[src/rtl/pipe_pkg.sv]
// Shared pipeline encodings: CP0 ops, writeback select, hazard FSM states and field widths.
package pipe_pkg;

    localparam int unsigned REG_W = 5;
    localparam int unsigned CNT_W = 6;
    localparam int unsigned BRC_W = 2;

    localparam logic [2:0] CP0_NOP     = 3'b000;
    localparam logic [2:0] CP0_ERET    = 3'b100;
    localparam logic [2:0] CP0_SYSCALL = 3'b101;

    localparam logic [1:0] WB_ALU = 2'd0;
    localparam logic [1:0] WB_MEM = 2'd1;

    typedef enum logic [1:0] {
        HZ_IDLE  = 2'd0,
        HZ_MDU   = 2'd1,
        HZ_FLUSH = 2'd2
    } hz_state_e;

endpackage

[src/rtl/hazard_ctrl_if.sv]
// Decode-side observation and stall/flush control bundle for hazard_ctrl.
// Perf counter signals exist only when HAZARD_PERF_EN is defined.
interface hazard_ctrl_if;
    import pipe_pkg::*;

    logic [REG_W-1:0] id_ra;
    logic [REG_W-1:0] id_rb;
    logic             id_use_ra;
    logic             id_use_rb;
    logic             id_hl_read;
    logic             id_mdu_start;
    logic [REG_W-1:0] ex_rw;
    logic             ex_regWr;
    logic [1:0]       ex_memtoreg;
    logic             ex_br_taken;
    logic [2:0]       ex_cp0op;

    logic             pc_stall;
    logic             ifid_stall;
    logic             ifid_flush;
    logic             hazard;
    logic             BranchBubble;
    logic [1:0]       cp0bubble;
    logic             mdu_busy;
`ifdef HAZARD_PERF_EN
    logic [31:0]      perf_stall_cnt;
    logic [31:0]      perf_flush_cnt;
`endif

    modport master (
        output id_ra, id_rb, id_use_ra, id_use_rb, id_hl_read, id_mdu_start,
        output ex_rw, ex_regWr, ex_memtoreg, ex_br_taken, ex_cp0op,
`ifdef HAZARD_PERF_EN
        input  perf_stall_cnt, perf_flush_cnt,
`endif
        input  pc_stall, ifid_stall, ifid_flush, hazard, BranchBubble, cp0bubble, mdu_busy
    );

    modport slave (
        input  id_ra, id_rb, id_use_ra, id_use_rb, id_hl_read, id_mdu_start,
        input  ex_rw, ex_regWr, ex_memtoreg, ex_br_taken, ex_cp0op,
`ifdef HAZARD_PERF_EN
        output perf_stall_cnt, perf_flush_cnt,
`endif
        output pc_stall, ifid_stall, ifid_flush, hazard, BranchBubble, cp0bubble, mdu_busy
    );

endinterface

[src/rtl/mdu_busy_ctr.sv]
// Down counter tracking how long an issued mult/div still owns HI/LO.
module mdu_busy_ctr
    import pipe_pkg::*;
#(
    parameter int unsigned LAT = 32
) (
    input  logic clk,
    input  logic rst_n,
    input  logic load,
    output logic busy,
    output logic last
);

    logic [CNT_W-1:0] cnt_q, cnt_d;

    always_comb begin
        cnt_d = cnt_q;
        if (load) begin
            cnt_d = CNT_W'(LAT - 1);
        end else if (cnt_q != '0) begin
            cnt_d = cnt_q - CNT_W'(1);
        end
    end

    always_ff @(posedge clk or negedge rst_n) begin
        if (!rst_n) begin
            cnt_q <= '0;
        end else begin
            cnt_q <= cnt_d;
        end
    end

    assign busy = (cnt_q != '0);
    assign last = (cnt_q == CNT_W'(1));

endmodule

[src/rtl/hazard_ctrl.sv]
// Load-use / MDU stall and branch/CP0 bubble sequencing for the ID/EX boundary.
// Optional HAZARD_PERF_EN adds free-running stall and flush cycle counters.
module hazard_ctrl
    import pipe_pkg::*;
#(
    parameter int unsigned MDU_LAT  = 32,
    parameter int unsigned BR_FLUSH = 1
) (
    input  logic         clk,
    input  logic         rst_n,
    hazard_ctrl_if.slave hz
);

    hz_state_e        state_q, state_d;
    logic [BRC_W-1:0] br_cnt_q, br_cnt_d;
    logic             cp0_pend_q, cp0_pend_d;
    logic             load_use_c, mdu_stall_c, flush_c, stall_c, mdu_load_c;
    logic             mdu_busy, mdu_last;

    assign load_use_c = (hz.ex_memtoreg == WB_MEM) && hz.ex_regWr && (hz.ex_rw != '0) &&
                        ((hz.id_use_ra && (hz.id_ra == hz.ex_rw)) ||
                         (hz.id_use_rb && (hz.id_rb == hz.ex_rw)));
    assign mdu_stall_c = mdu_busy && (hz.id_hl_read || hz.id_mdu_start);

    // Flush dominates; rst_n gates the combinational paths so reset silences every output.
    assign flush_c    = rst_n && (hz.ex_br_taken || ((state_q == HZ_FLUSH) && (br_cnt_q != '0)));
    assign stall_c    = rst_n && !flush_c && (load_use_c || mdu_stall_c);
    assign mdu_load_c = hz.id_mdu_start && !stall_c && !flush_c;

    mdu_busy_ctr #(.LAT(MDU_LAT)) u_mdu (
        .clk   (clk),
        .rst_n (rst_n),
        .load  (mdu_load_c),
        .busy  (mdu_busy),
        .last  (mdu_last)
    );

    always_comb begin
        state_d    = state_q;
        br_cnt_d   = br_cnt_q;
        cp0_pend_d = (hz.ex_cp0op == CP0_ERET) || (hz.ex_cp0op == CP0_SYSCALL);
        if (br_cnt_q != '0) begin
            br_cnt_d = br_cnt_q - BRC_W'(1);
        end
        case (state_q)
            HZ_IDLE:  if (mdu_load_c) state_d = HZ_MDU;
            HZ_MDU:   if (mdu_last) state_d = HZ_IDLE;
            HZ_FLUSH: if (br_cnt_q == '0) state_d = (mdu_busy && !mdu_last) ? HZ_MDU : HZ_IDLE;
            default:  state_d = HZ_IDLE;
        endcase
        // A taken branch always (re)starts the flush window; the MDU keeps counting underneath.
        if (hz.ex_br_taken) begin
            state_d  = HZ_FLUSH;
            br_cnt_d = BRC_W'(BR_FLUSH - 1);
        end
    end

    always_ff @(posedge clk or negedge rst_n) begin
        if (!rst_n) begin
            state_q    <= HZ_IDLE;
            br_cnt_q   <= '0;
            cp0_pend_q <= 1'b0;
        end else begin
            state_q    <= state_d;
            br_cnt_q   <= br_cnt_d;
            cp0_pend_q <= cp0_pend_d;
        end
    end

    assign hz.pc_stall     = stall_c;
    assign hz.ifid_stall   = stall_c;
    assign hz.hazard       = stall_c;
    assign hz.ifid_flush   = flush_c;
    assign hz.BranchBubble = flush_c;
    assign hz.cp0bubble    = {1'b0, cp0_pend_q};
    assign hz.mdu_busy     = mdu_busy;

`ifdef HAZARD_PERF_EN
    logic [31:0] perf_stall_q, perf_stall_d, perf_flush_q, perf_flush_d;

    always_comb begin
        perf_stall_d = perf_stall_q + 32'(stall_c);
        perf_flush_d = perf_flush_q + 32'(flush_c);
    end

    always_ff @(posedge clk or negedge rst_n) begin
        if (!rst_n) begin
            perf_stall_q <= '0;
            perf_flush_q <= '0;
        end else begin
            perf_stall_q <= perf_stall_d;
            perf_flush_q <= perf_flush_d;
        end
    end

    assign hz.perf_stall_cnt = perf_stall_q;
    assign hz.perf_flush_cnt = perf_flush_q;
`endif

endmodule

[src/flat_wrapper.sv]
// flat-port wrapper written by rule: the top's interface ports become plain ports
module hazard_ctrl_flat import pipe_pkg::*;
#(
    parameter int unsigned MDU_LAT  = 32,
    parameter int unsigned BR_FLUSH = 1
)
  (clk, rst_n, hz_id_ra, hz_id_rb, hz_id_use_ra, hz_id_use_rb, hz_id_hl_read, hz_id_mdu_start, hz_ex_rw, hz_ex_regWr, hz_ex_memtoreg, hz_ex_br_taken, hz_ex_cp0op, hz_pc_stall, hz_ifid_stall, hz_ifid_flush, hz_hazard, hz_BranchBubble, hz_cp0bubble, hz_mdu_busy);
  hazard_ctrl_if hz_i ();
  input  logic clk;
  input  logic rst_n;
  input wire logic [$bits(hz_i.id_ra)-1:0] hz_id_ra;
  input wire logic [$bits(hz_i.id_rb)-1:0] hz_id_rb;
  input wire logic [$bits(hz_i.id_use_ra)-1:0] hz_id_use_ra;
  input wire logic [$bits(hz_i.id_use_rb)-1:0] hz_id_use_rb;
  input wire logic [$bits(hz_i.id_hl_read)-1:0] hz_id_hl_read;
  input wire logic [$bits(hz_i.id_mdu_start)-1:0] hz_id_mdu_start;
  input wire logic [$bits(hz_i.ex_rw)-1:0] hz_ex_rw;
  input wire logic [$bits(hz_i.ex_regWr)-1:0] hz_ex_regWr;
  input wire logic [$bits(hz_i.ex_memtoreg)-1:0] hz_ex_memtoreg;
  input wire logic [$bits(hz_i.ex_br_taken)-1:0] hz_ex_br_taken;
  input wire logic [$bits(hz_i.ex_cp0op)-1:0] hz_ex_cp0op;
  output wire logic [$bits(hz_i.pc_stall)-1:0] hz_pc_stall;
  output wire logic [$bits(hz_i.ifid_stall)-1:0] hz_ifid_stall;
  output wire logic [$bits(hz_i.ifid_flush)-1:0] hz_ifid_flush;
  output wire logic [$bits(hz_i.hazard)-1:0] hz_hazard;
  output wire logic [$bits(hz_i.BranchBubble)-1:0] hz_BranchBubble;
  output wire logic [$bits(hz_i.cp0bubble)-1:0] hz_cp0bubble;
  output wire logic [$bits(hz_i.mdu_busy)-1:0] hz_mdu_busy;
  assign hz_i.id_ra = hz_id_ra;
  assign hz_i.id_rb = hz_id_rb;
  assign hz_i.id_use_ra = hz_id_use_ra;
  assign hz_i.id_use_rb = hz_id_use_rb;
  assign hz_i.id_hl_read = hz_id_hl_read;
  assign hz_i.id_mdu_start = hz_id_mdu_start;
  assign hz_i.ex_rw = hz_ex_rw;
  assign hz_i.ex_regWr = hz_ex_regWr;
  assign hz_i.ex_memtoreg = hz_ex_memtoreg;
  assign hz_i.ex_br_taken = hz_ex_br_taken;
  assign hz_i.ex_cp0op = hz_ex_cp0op;
  assign hz_pc_stall = hz_i.pc_stall;
  assign hz_ifid_stall = hz_i.ifid_stall;
  assign hz_ifid_flush = hz_i.ifid_flush;
  assign hz_hazard = hz_i.hazard;
  assign hz_BranchBubble = hz_i.BranchBubble;
  assign hz_cp0bubble = hz_i.cp0bubble;
  assign hz_mdu_busy = hz_i.mdu_busy;
  hazard_ctrl #(.MDU_LAT(MDU_LAT), .BR_FLUSH(BR_FLUSH)) u_core (.clk(clk), .rst_n(rst_n), .hz(hz_i));
endmodule
[config.mk]
export PLATFORM = sky130hd
export DESIGN_NAME = hazard_ctrl_flat
export DESIGN_NICKNAME = d
export VERILOG_FILES = /design/src/rtl/pipe_pkg.sv /design/src/rtl/hazard_ctrl_if.sv /design/src/rtl/mdu_busy_ctr.sv /design/src/rtl/hazard_ctrl.sv /design/src/flat_wrapper.sv
export SDC_FILE = /design/constraint.sdc
export NUM_CORES = 1
export LEC_CHECK = 0
export BUFFER_PORTS_ARGS = -buffer_cell sky130_fd_sc_hd__buf_4
export CORE_MARGIN = 2
export CORE_UTILIZATION = 49
export DETAILED_ROUTE_END_ITERATION = 16
export HOLD_SLACK_MARGIN = 0.1
export PLACE_DENSITY = 0.9
export REMOVE_ABC_BUFFERS = 1
export SLEW_MARGIN = 10
export SYNTH_ARGS = -nofsm -noshare
export SYNTH_HDL_FRONTEND = slang
export SYNTH_HIERARCHICAL = 1
export SYNTH_SLANG_ARGS = --single-unit
export TNS_END_PERCENT = 10
[constraint.sdc]
create_clock -name clk -period 5.6 [get_ports clk]
set_clock_uncertainty 0.1 [all_clocks]
set_input_delay 0.28 -clock clk [delete_from_list [all_inputs] [get_ports clk]]
set_output_delay 0.28 -clock clk [all_outputs]
set_load 0.02 [all_outputs]
==> results.yml, run 1 <==
setup_path:
  r2r-start: "u_core/u_mdu/cnt_q[2]"
  worstPathRequired_ns: 5.22
  r2r_slack_ns: 2.97
  critPathCaptureType: "primary output"
  ff2ff_path_depth: 7
  setup.worst_path.class: "reg -> out"
  r2r-end: "u_core/u_mdu/cnt_q[1]"
  crit_path_start_kind: "register"
  cp-startpoint: "u_core/u_mdu/cnt_q[2]"
  path_max_fanout: 7
  crit_arrival_ns: 2.31
synth:
  synth_area_sq_um: 820
  yosys.cell_types.count: 35
  ys_seq_elements: 11
  yosysWarnings: 6
  synthFlopType: "dfrtp_1"
  synth_area_per_cell_sq_um: 9.11
  synth_edf_count: 0
  netlist_instances: 90
  yosysSeqAreaShare: 0.336
  async_flop_share: 1.00
place:
  dpl_cell_area_sq_mm: 0.00104
  numPlacedInstances: 133
  portBuffers: 33
  pre_cts_ws_ns: 3.04
  place_congestion: 0.762
  dp_hpwl_mm: 1.42
clock_tree:
  insertion_delay_ns: 0.27
  htree_levels: 1
  clk_pin_slew_ns: 0.07
  clock_path_buffers: 2
  cts_root_buf: "clkbuf_4"
  cts_setup_buffers: 0
  cts_sinks: 11
  numCtsBuffers: 3
  cts_tree: "built"
floorplan:
  io_pins: 36
  core_sq_mm: 0.00154
  start_util: 0.532
  die_w_um: 44.9
  die_h_um: 44.9
  dieArea_sq_mm: 0.00202
  fp-row-count: 14
grt:
  grt_pass1_vias: 682
  antenna_found_initial: 0
  grt_overflow: 0
  grt_pass1_wl_mm: 2.88
  track_usage: 0.200
  grt_max_degree: 15
routing:
  viasPerCell: 5.39
  dr_total_vias: 755
  wirelength_mm: 1.72
  dr.first_iter.drc_count: 9
  routedWlPerCell_um: 12.3
  drt_pre_antenna_iters: 4
  ant_nets: 0
  drc: 0
sta:
  hold_viol_final: 0
  setup_ws_ns: 2.91
  slew_headroom: 0.597
  setup_viol: 0
  max_clock_freq_ghz: 0.372
  finalSetupTns_ns: 0
  min_period_ns: 2.69
  drv_slew: 0
  rsz0062_at_grt: "no"
  period_share: 0.481
  worst_pin_slew_ns: 0.603
cells_and_area:
  final_nets: 156
  area_growth_pct: 33.6
  drive_gt1_frac: 0.315
  fin_util: 0.710
  num_antenna_cells: 0
  stdcell_area_sq_mm: 0.00109
  layout_commonest_cell: "buf_4"
  final_cell_mix: "buf_4 (33), nor2_1 (11), dfrtp_1 (11), xor2_1 (9), inv_1 (8)"
  final_cell_count_no_fill: 140
worst_hold_path:
  hold_path.class: "in -> reg"
  min_from: "hz_ex_cp0op[2]"
  whs_path_depth: 2
  hold_path_end: "u_core/cp0_pend_q"
power_and_ir_drop:
  switching_share: 0.361
  p_comb_frac: 0.410
  clkPwrFrac: 0.181
  max-vdd-ir-drop_mv: 0.255
  power_density_mw_per_mm2: 269
  p_leak_nw: 0.527
  intPower_mw: 0.189
  seq_power_share: 0.410
  p_sw_mw: 0.106
run:
  drv_cap: 0
run_status:
  status: "complete, no violations"
-- worst max-delay path, stage by stage (launching register included) --
cell and delay (ns):
dfrtp_1 0.43, nor4_1 0.56, nand2_1 0.33, o21ai_0 0.20, o21ai_0 0.13, and3_1 0.23, buf_4 0.17
-- synthesized netlist by cell type, types with 2 or more instances --
master / instances / area [sq um]
a21boi_1: 2 / 15.0
inv_1: 8 / 30.0
nor4_1: 4 / 25.0
dfrtp_1: 11 / 275
xnor2_1: 3 / 26.3
xor2_1: 9 / 78.8
a21oi_1: 3 / 15.0
nor2b_1: 2 / 12.5
o21ai_0: 2 / 10.0
nand2b_1: 2 / 12.5
nand2_1: 2 / 7.51
ha_1: 3 / 37.5
mux2i_1: 2 / 20.0
o31ai_1: 2 / 15.0
buf_4: 5 / 37.5
nor2_1: 11 / 41.3
-- state kept, by name, indices dropped and copies added (netlist names) --
name,cells
u_core/u_mdu/cnt_q,6
u_core/state_q,2
u_core/br_cnt_q,2
u_core/cp0_pend_q,1
-- logic make-up (layout without fill, tap and decap cells) --
kind of cell	count (synthesis)	in the layout	share of synthesized area
and+or+nand+nor	30	30	0.214
muxes	2	2	0.0244
adders and majority gates	3	3	0.0458
xor gates and xnor gates	12	12	0.128
buffers and inverters	14	48	0.0962
AOI/OAI and AO/OA	17	17	0.151
DFF	11	11	0.336
other	1	1	0.00458
-- power groups by stage --
stage / logic, mW / clock network (mW) / registers (mW)
after floorplan: 0.0797 / 0 / 0.117
after global placement: 0.113 / 0 / 0.119
after detailed placement: 0.118 / 0 / 0.122
after CTS: 0.121 / 0.0563 / 0.121
after global routing: 0.136 / 0.0593 / 0.123
final: 0.121 / 0.0533 / 0.121
-- worst max path at each step --
| stage | cells after the start | end | slack (ns) |
|---|---|---|---|
| 2_1_floorplan | 7 | u_core/u_mdu/cnt_q[5] | 3.34 |
| 4_1_cts | 6 | hz_hazard | 2.93 |
| 6_report | 6 | hz_hazard | 2.91 |
| 5_1_grt | 6 | hz_pc_stall | 2.61 |
| 3_5_place_dp | 7 | u_core/u_mdu/cnt_q[1] | 3.04 |
| 3_3_place_gp | 7 | u_core/u_mdu/cnt_q[5] | 3.14 |
-- what timing repair did --
item	CTS	global route
gates resized for setup	0	0
hold buffers	3	0
endpoints found under the hold margin	14	0
endpoints found under the setup margin	0	0
-- area by class of cell --
type	count	area, sq um
clock buffers	4	26.3
fillers	125	447
inverters	8	30.0
multi-input cells	65	465
flip-flops and latches	11	275
well taps	16	20.0
repair buffers	36	278
-- stage by stage --
stage          power (mW)  hold WS (ns)
4_1_cts             0.298         0.132
2_1_floorplan       0.197        -0.116
3_3_place_gp        0.233        0.0304
5_1_grt             0.318         0.140
3_5_place_dp        0.241        0.0321
6_report            0.295         0.136
-- per-layer routing --
layer  wire (um)  GRT usage
met5           0          0
met3          97     0.0720
met2         906      0.328
met1         711      0.251
met4           8     0.0529
Note: power is estimated with default switching activity, not from simulation.
==> run 2: changes to the inputs <==
--- a/config.mk
+++ b/config.mk
@@ -6,11 +6,12 @@
 export NUM_CORES = 1
 export LEC_CHECK = 0
 export BUFFER_PORTS_ARGS = -buffer_cell sky130_fd_sc_hd__buf_4
+export CORE_ASPECT_RATIO = 1.4
 export CORE_MARGIN = 2
-export CORE_UTILIZATION = 49
+export CORE_UTILIZATION = 41
 export DETAILED_ROUTE_END_ITERATION = 16
 export HOLD_SLACK_MARGIN = 0.1
-export PLACE_DENSITY = 0.9
+export PLACE_DENSITY = 0.82
 export REMOVE_ABC_BUFFERS = 1
 export SLEW_MARGIN = 10
 export SYNTH_ARGS = -nofsm -noshare
==> constraint.sdc (replaced) <==
create_clock -name clk -period 2.2 [get_ports clk]
set_clock_uncertainty 0.1 [all_clocks]
set_input_delay 0.11 -clock clk [delete_from_list [all_inputs] [get_ports clk]]
set_output_delay 0.11 -clock clk [all_outputs]
set_load 0.02 [all_outputs]
==> run 2 against run 1 <==
Effect of this change: register-to-register slack lost 2.8 ns; cell count rose by 7.1%; via count up 5.7%; sequential power grew to 2.6 times the previous value; flip-flop and latch count unchanged; worst setup slack worse by 2.8 ns; final area grew 4.9%; non-clock buffer count up 5; count of clock-buffer cells in the layout did not move; hold slack got worse by 0.019 ns; die area up 18%; critical path type unchanged; highest routed layer unchanged.
==> results.yml, run 2 (synthesis results as in run 1) <==
place:
  portBuffers: 33
  pre_cts_ws_ns: 0.207
  numPlacedInstances: 141
  dp_hpwl_mm: 1.53
  place_congestion: 0.725
grt:
  antenna_found_initial: 0
  track_usage: 0.184
  grt_pass1_vias: 859
  grt_overflow: 0
  grt_pass1_wl_mm: 3.38
  grt_max_degree: 15
run_status:
  status: "complete, no violations"
sta:
  period_share: 0.939
  drv_slew: 0
  max_clock_freq_ghz: 0.484
  setup_ws_ns: 0.135
  hold_viol_final: 0
  setup_viol: 0
  min_period_ns: 2.07
  whs_ns: 0.117
  rsz0062_at_grt: "no"
  finalSetupTns_ns: 0
routing:
  wirelength_mm: 2.00
  viasPerCell: 5.32
  drt_pre_antenna_iters: 4
  drc: 0
  dr.first_iter.drc_count: 10
  ant_nets: 0
  routedWlPerCell_um: 13.3
  dr_total_vias: 798
clock_tree:
  htree_levels: 1
  clock_path_buffers: 2
  clk_pin_slew_ns: 0.07
  cts_tree: "built"
  insertion_delay_ns: 0.26
  cts_sinks: 11
  cts_root_buf: "clkbuf_4"
  numCtsBuffers: 3
cells_and_area:
  seq_area_sq_um: 277
  multi_input_area_sq_um: 472
  fin_util: 0.596
  drive_gt1_frac: 0.349
  final_nets: 161
  final_cell_count_no_fill: 150
  num-fill-cells: 184
  layout_commonest_cell: "buf_4"
  final_cell_mix: "buf_4 (37), nor2_1 (11), dfrtp_1 (10), xor2_1 (9), inv_1 (8)"
  area_growth_pct: 40.2
  reg_top3: "u_core/u_mdu/cnt_q: 6 flops, u_core/br_cnt_q: 2 flops, u_core/state_q: 2 flops"
  largest_reg_flops: 6
  top_register: "u_core/u_mdu/cnt_q"
  num_antenna_cells: 0
floorplan:
  dieArea_sq_mm: 0.00238
  fp-row-count: 19
  die_w_um: 41.8
  core_sq_mm: 0.00193
  start_util: 0.426
  io_pins: 36
  die_h_um: 56.9
worst_hold_path:
  hold_path.class: "in -> async"
setup_path:
  setup.worst_path.class: "reg -> out"
  ff2ff_path_depth: 9
  crit_arrival_ns: 1.86
  crit_path_start_kind: "register"
  critPathCaptureType: "primary output"
  path_max_fanout: 5
  worstPathRequired_ns: 1.99
run:
  drv_cap: 0
power_and_ir_drop:
  power_density_mw_per_mm2: 664
  max-vdd-ir-drop_mv: 0.484
  p_leak_nw: 0.551
[run 2: per-stage QoR]
stage          power (mW)  instance area [sq um]
6_report            0.763                   1150
5_1_grt             0.829                   1150
3_3_place_gp        0.596                   1070
4_1_cts             0.763                   1130
3_5_place_dp        0.618                   1070
2_1_floorplan       0.501                    771
[run 2: final timing paths]
kind | from | to | slack, ns
max | u_core/u_mdu/cnt_q[2] | hz_hazard | 0.13
min | rst_n | u_core/u_mdu/cnt_q[5] | 0.12
max reg2reg | u_core/u_mdu/cnt_q[2] | u_core/u_mdu/cnt_q[5] | 0.21
min reg2reg | u_core/br_cnt_q[1] | u_core/br_cnt_q[1] | 0.43
max in group asynchronous | rst_n | u_core/u_mdu/cnt_q[2] | 1.70
min in group clk | hz_ex_regWr | u_core/state_q[0] | 0.12
[run 2: critical path, cell delays in order (launching register included)]
cell and delay, ns:
dfrtp_2 0.45, nor4_2 0.27, buf_4 0.17, nand2_1 0.11, o21ai_0 0.13, o21ai_0 0.11, and3_1 0.21, buf_4 0.16
[run 2: layout make-up]
class / count / area share
multi-input cells: 65 / 0.411
repair buffers: 41 / 0.277
flip-flops and latches: 11 / 0.241
inverters: 8 / 0.0261
clock buffers: 4 / 0.0229
well taps: 21 / 0.0229
[run 2: where the power goes]
group | switching (mW) | internal [mW] | total [mW]
Clock | 0.0630 | 0.0701 | 0.133
Sequential | 0.0565 | 0.256 | 0.313
Combinational | 0.157 | 0.160 | 0.317
[run 2: repair_timing]
item / 4_1_cts / 5_1_grt
gates resized for setup: 0 / 2
buffers inserted: 0 / 1
endpoints found under the setup margin: 0 / 3
endpoints found under the hold margin: 15 / 0
hold buffers: 4 / 0
[run 2: metal layers]
metal	track usage	part of all wire	up-vias
met3	0.0354	0.089	2
met1	0.169	0.33	378
li1	-	-	385
met4	0.0876	0.0065	0
met2	0.368	0.57	33
met5	0	0	-
==> run 3: changes to the inputs <==
--- a/config.mk
+++ b/config.mk
@@ -5,10 +5,11 @@
 export SDC_FILE = /design/constraint.sdc
 export NUM_CORES = 1
 export LEC_CHECK = 0
+export ABC_CLOCK_PERIOD_IN_PS = 2200
 export BUFFER_PORTS_ARGS = -buffer_cell sky130_fd_sc_hd__buf_4
 export CORE_ASPECT_RATIO = 1.4
 export CORE_MARGIN = 2
-export CORE_UTILIZATION = 41
+export CORE_UTILIZATION = 42
 export DETAILED_ROUTE_END_ITERATION = 16
 export HOLD_SLACK_MARGIN = 0.1
 export PLACE_DENSITY = 0.82
@@ -16,6 +17,5 @@
 export SLEW_MARGIN = 10
 export SYNTH_ARGS = -nofsm -noshare
 export SYNTH_HDL_FRONTEND = slang
-export SYNTH_HIERARCHICAL = 1
 export SYNTH_SLANG_ARGS = --single-unit
 export TNS_END_PERCENT = 10
==> run 3 against run 2 <==
Effect of this change: maximum frequency rose by 0.60%; via count fell by 0.25%; first-iteration DRC count fell by 50%; register-to-register slack improved by 0.10 ns; non-clock buffer count rose by 1; clock power barely moved; critical path type unchanged; critical endpoint unchanged; highest routed layer unchanged.
==> results.yml, run 3 <==
power_and_ir_drop:
  power_mw: 0.761
  max-vdd-ir-drop_mv: 0.543
  p_leak_nw: 0.567
  power_density_mw_per_mm2: 633
synth:
  yosys.cell_types.count: 35
  yosys.area_share.simple: 0.287
  synth.top_cells.by_area: "dfrtp_1 (32%), xor2_1 (10%), ha_1 (5.8%)"
  synth.largest_area_cell: "dfrtp_1"
  yosysWarnings: 0
  ys_top_cells_by_count: "dfrtp_1 (11), xor2_1 (10), nor2_1 (9)"
  yosysSeqAreaShare: 0.322
  synth_area_sq_um: 856
  synth_area_per_cell_sq_um: 9.20
  post-synth-top-count-cell: "dfrtp_1"
  netlist.area_leader.share: 0.322
  synth_edf_count: 0
  synthAdderAreaFrac: 0.0585
  async_flop_share: 1.00
  synth_top_family_by_area: "simple AND/OR/NAND/NOR gates"
  synth_xor_area_frac: 0.143
  yosys-mux-area-fraction: 0.0117
  netlist_instances: 93
  synth-compound-area-share: 0.108
  ys_seq_elements: 11
  synthFlopType: "dfrtp_1"
floorplan:
  die_h_um: 57.4
  io_pins: 36
  fp-row-count: 19
  core_sq_mm: 0.00195
  die_w_um: 42.2
  start_util: 0.439
  dieArea_sq_mm: 0.00242
routing:
  drc: 0
  dr_total_vias: 796
  routedWlPerCell_um: 12.3
  wirelength_mm: 1.91
  dr.first_iter.drc_count: 5
  drt_pre_antenna_iters: 2
  ant_nets: 0
  viasPerCell: 5.14
grt:
  grt_max_degree: 17
  grt_overflow: 0
  grt_pass1_wl_mm: 3.41
  grt_pass1_vias: 852
  antenna_found_initial: 0
  track_usage: 0.180
cells_and_area:
  area_growth_pct: 40.5
  seq_area_sq_um: 277
  final_nets: 167
  largest_reg_flops: 6
  reg_top3: "u_core.u_mdu.cnt_q: 6 flops, u_core.br_cnt_q: 2 flops, u_core.state_q: 2 flops"
  layout_commonest_cell: "buf_4"
  multi_input_area_sq_um: 529
  top_register: "u_core.u_mdu.cnt_q"
  final_cell_count_no_fill: 155
  num-fill-cells: 176
  final_cell_mix: "buf_4 (38), xor2_1 (10), dfrtp_1 (10), nor2_1 (9), nand2_1 (7)"
  drive_gt1_frac: 0.373
  num_antenna_cells: 0
setup_path:
  cp-startpoint: "u_core.u_mdu.cnt_q[1]"
  cp_top_family: "simple AND/OR/NAND/NOR gates"
  r2r-start: "u_core.u_mdu.cnt_q[1]"
  crit_arrival_ns: 1.84
  crit_buf_inv: 2
  critPathCaptureType: "primary output"
  crit_slowest_cell: "dfrtp_1"
  crit_path_start_kind: "register"
  setup.worst_path.class: "reg -> out"
  critical-path-max-stage-delay_ns: 0.43
  worstPathRequired_ns: 1.99
  path_max_fanout: 5
  path_cells: "inv_2, ha_1, nor3b_4, nand2_4, o21ai_0, o21ai_1, and3_1, buf_4"
sta:
  max_clock_freq_ghz: 0.487
  whs_ns: 0.119
  min_period_ns: 2.05
  period_share: 0.933
  hold_viol_final: 0
  rsz0062_at_grt: "no"
  finalSetupTns_ns: 0
  setup_viol: 0
  drv_slew: 0
  setup_ws_ns: 0.147
clock_tree:
  clk_pin_slew_ns: 0.07
  cts_root_buf: "clkbuf_4"
  clock_path_buffers: 2
  htree_levels: 1
  cts_tree: "built"
  numCtsBuffers: 3
  insertion_delay_ns: 0.27
  cts_sinks: 11
run:
  drv_cap: 0
place:
  portBuffers: 33
  dp_hpwl_mm: 1.51
  pre_cts_ws_ns: 0.343
  numPlacedInstances: 142
  place_congestion: 0.854
run_status:
  status: "complete, no violations"
worst_hold_path:
  hold_path.class: "in -> async"
==> run 3: cell types whose count changed in the layout (fill, tap and decap cells not counted), moves of 2 or more <==
cell | previous run | this run
nand2_1 | 2 | 7
nor2_1 | 11 | 9
inv_1 | 8 | 4
nand2b_1 | 2 | 0
a21boi_1 | 2 | 0
nor2b_1 | 2 | 6
nor3_1 | 0 | 2
==> run 3: area by class of cell <==
type / count / share of cell area
inverter: 5 / 0.0156
clock buffer: 4 / 0.0219
timing repair buffer: 42 / 0.271
multi-input combinational: 72 / 0.440
sequential: 11 / 0.230
tap: 21 / 0.0219
==> run 3: per-stage QoR <==
step / utilization / cell area (sq um)
finish: 0.617 / 1200
global route: 0.617 / 1200
CTS: 0.594 / 1160
detailed placement: 0.560 / 1090
global placement: 0.560 / 1090
floorplan: - / 818
==> run 3: layer usage <==
| layer | vias up | part of all wire | routed length, um | track usage |
|---|---|---|---|---|
| met5 | - | 0 | 0 | 0 |
| met4 | 0 | 0.019 | 37 | 0.0804 |
| met3 | 5 | 0.035 | 66 | 0.0127 |
| met2 | 17 | 0.58 | 1110 | 0.366 |
| met1 | 378 | 0.37 | 703 | 0.179 |
| li1 | 396 | - | - | - |
==> run 3: timing repair <==
item	in CTS	in global routing
endpoints found under the hold margin	16	0
setup endpoints to repair	0	3
hold buffers	4	0
setup buffers	0	5
resized for setup	0	3
==> run 3: final timing paths <==
check | to | cells past startpoint | slack (ns)
max in group asynchronous | u_core.u_mdu.cnt_q[0] | 2 | 1.70
max | hz_hazard | 8 | 0.15
min | u_core.state_q[1] | 2 | 0.12
max reg2reg | u_core.u_mdu.cnt_q[1] | 8 | 0.31
min reg2reg | u_core.br_cnt_q[1] | 2 | 0.43
min in group clk | u_core.u_mdu.cnt_q[5] | 3 | 0.14
==> run 3: logic make-up (layout without fill, tap and decap cells) <==
| kind of cell | count (synthesis) | in the layout |
|---|---|---|
| other | 1 | 1 |
| muxes | 1 | 1 |
| xor gates and xnor gates | 14 | 14 |
| AOI/OAI and AO/OA | 13 | 13 |
| buffers and inverters | 10 | 51 |
| DFF | 11 | 11 |
| and+or+nand+nor | 39 | 39 |
| adders and majority gates | 4 | 4 |
==> run 3: power by group <==
part           switching, mW  internal [mW]
clock network         0.0637         0.0701
logic                  0.163          0.163
registers             0.0495          0.251
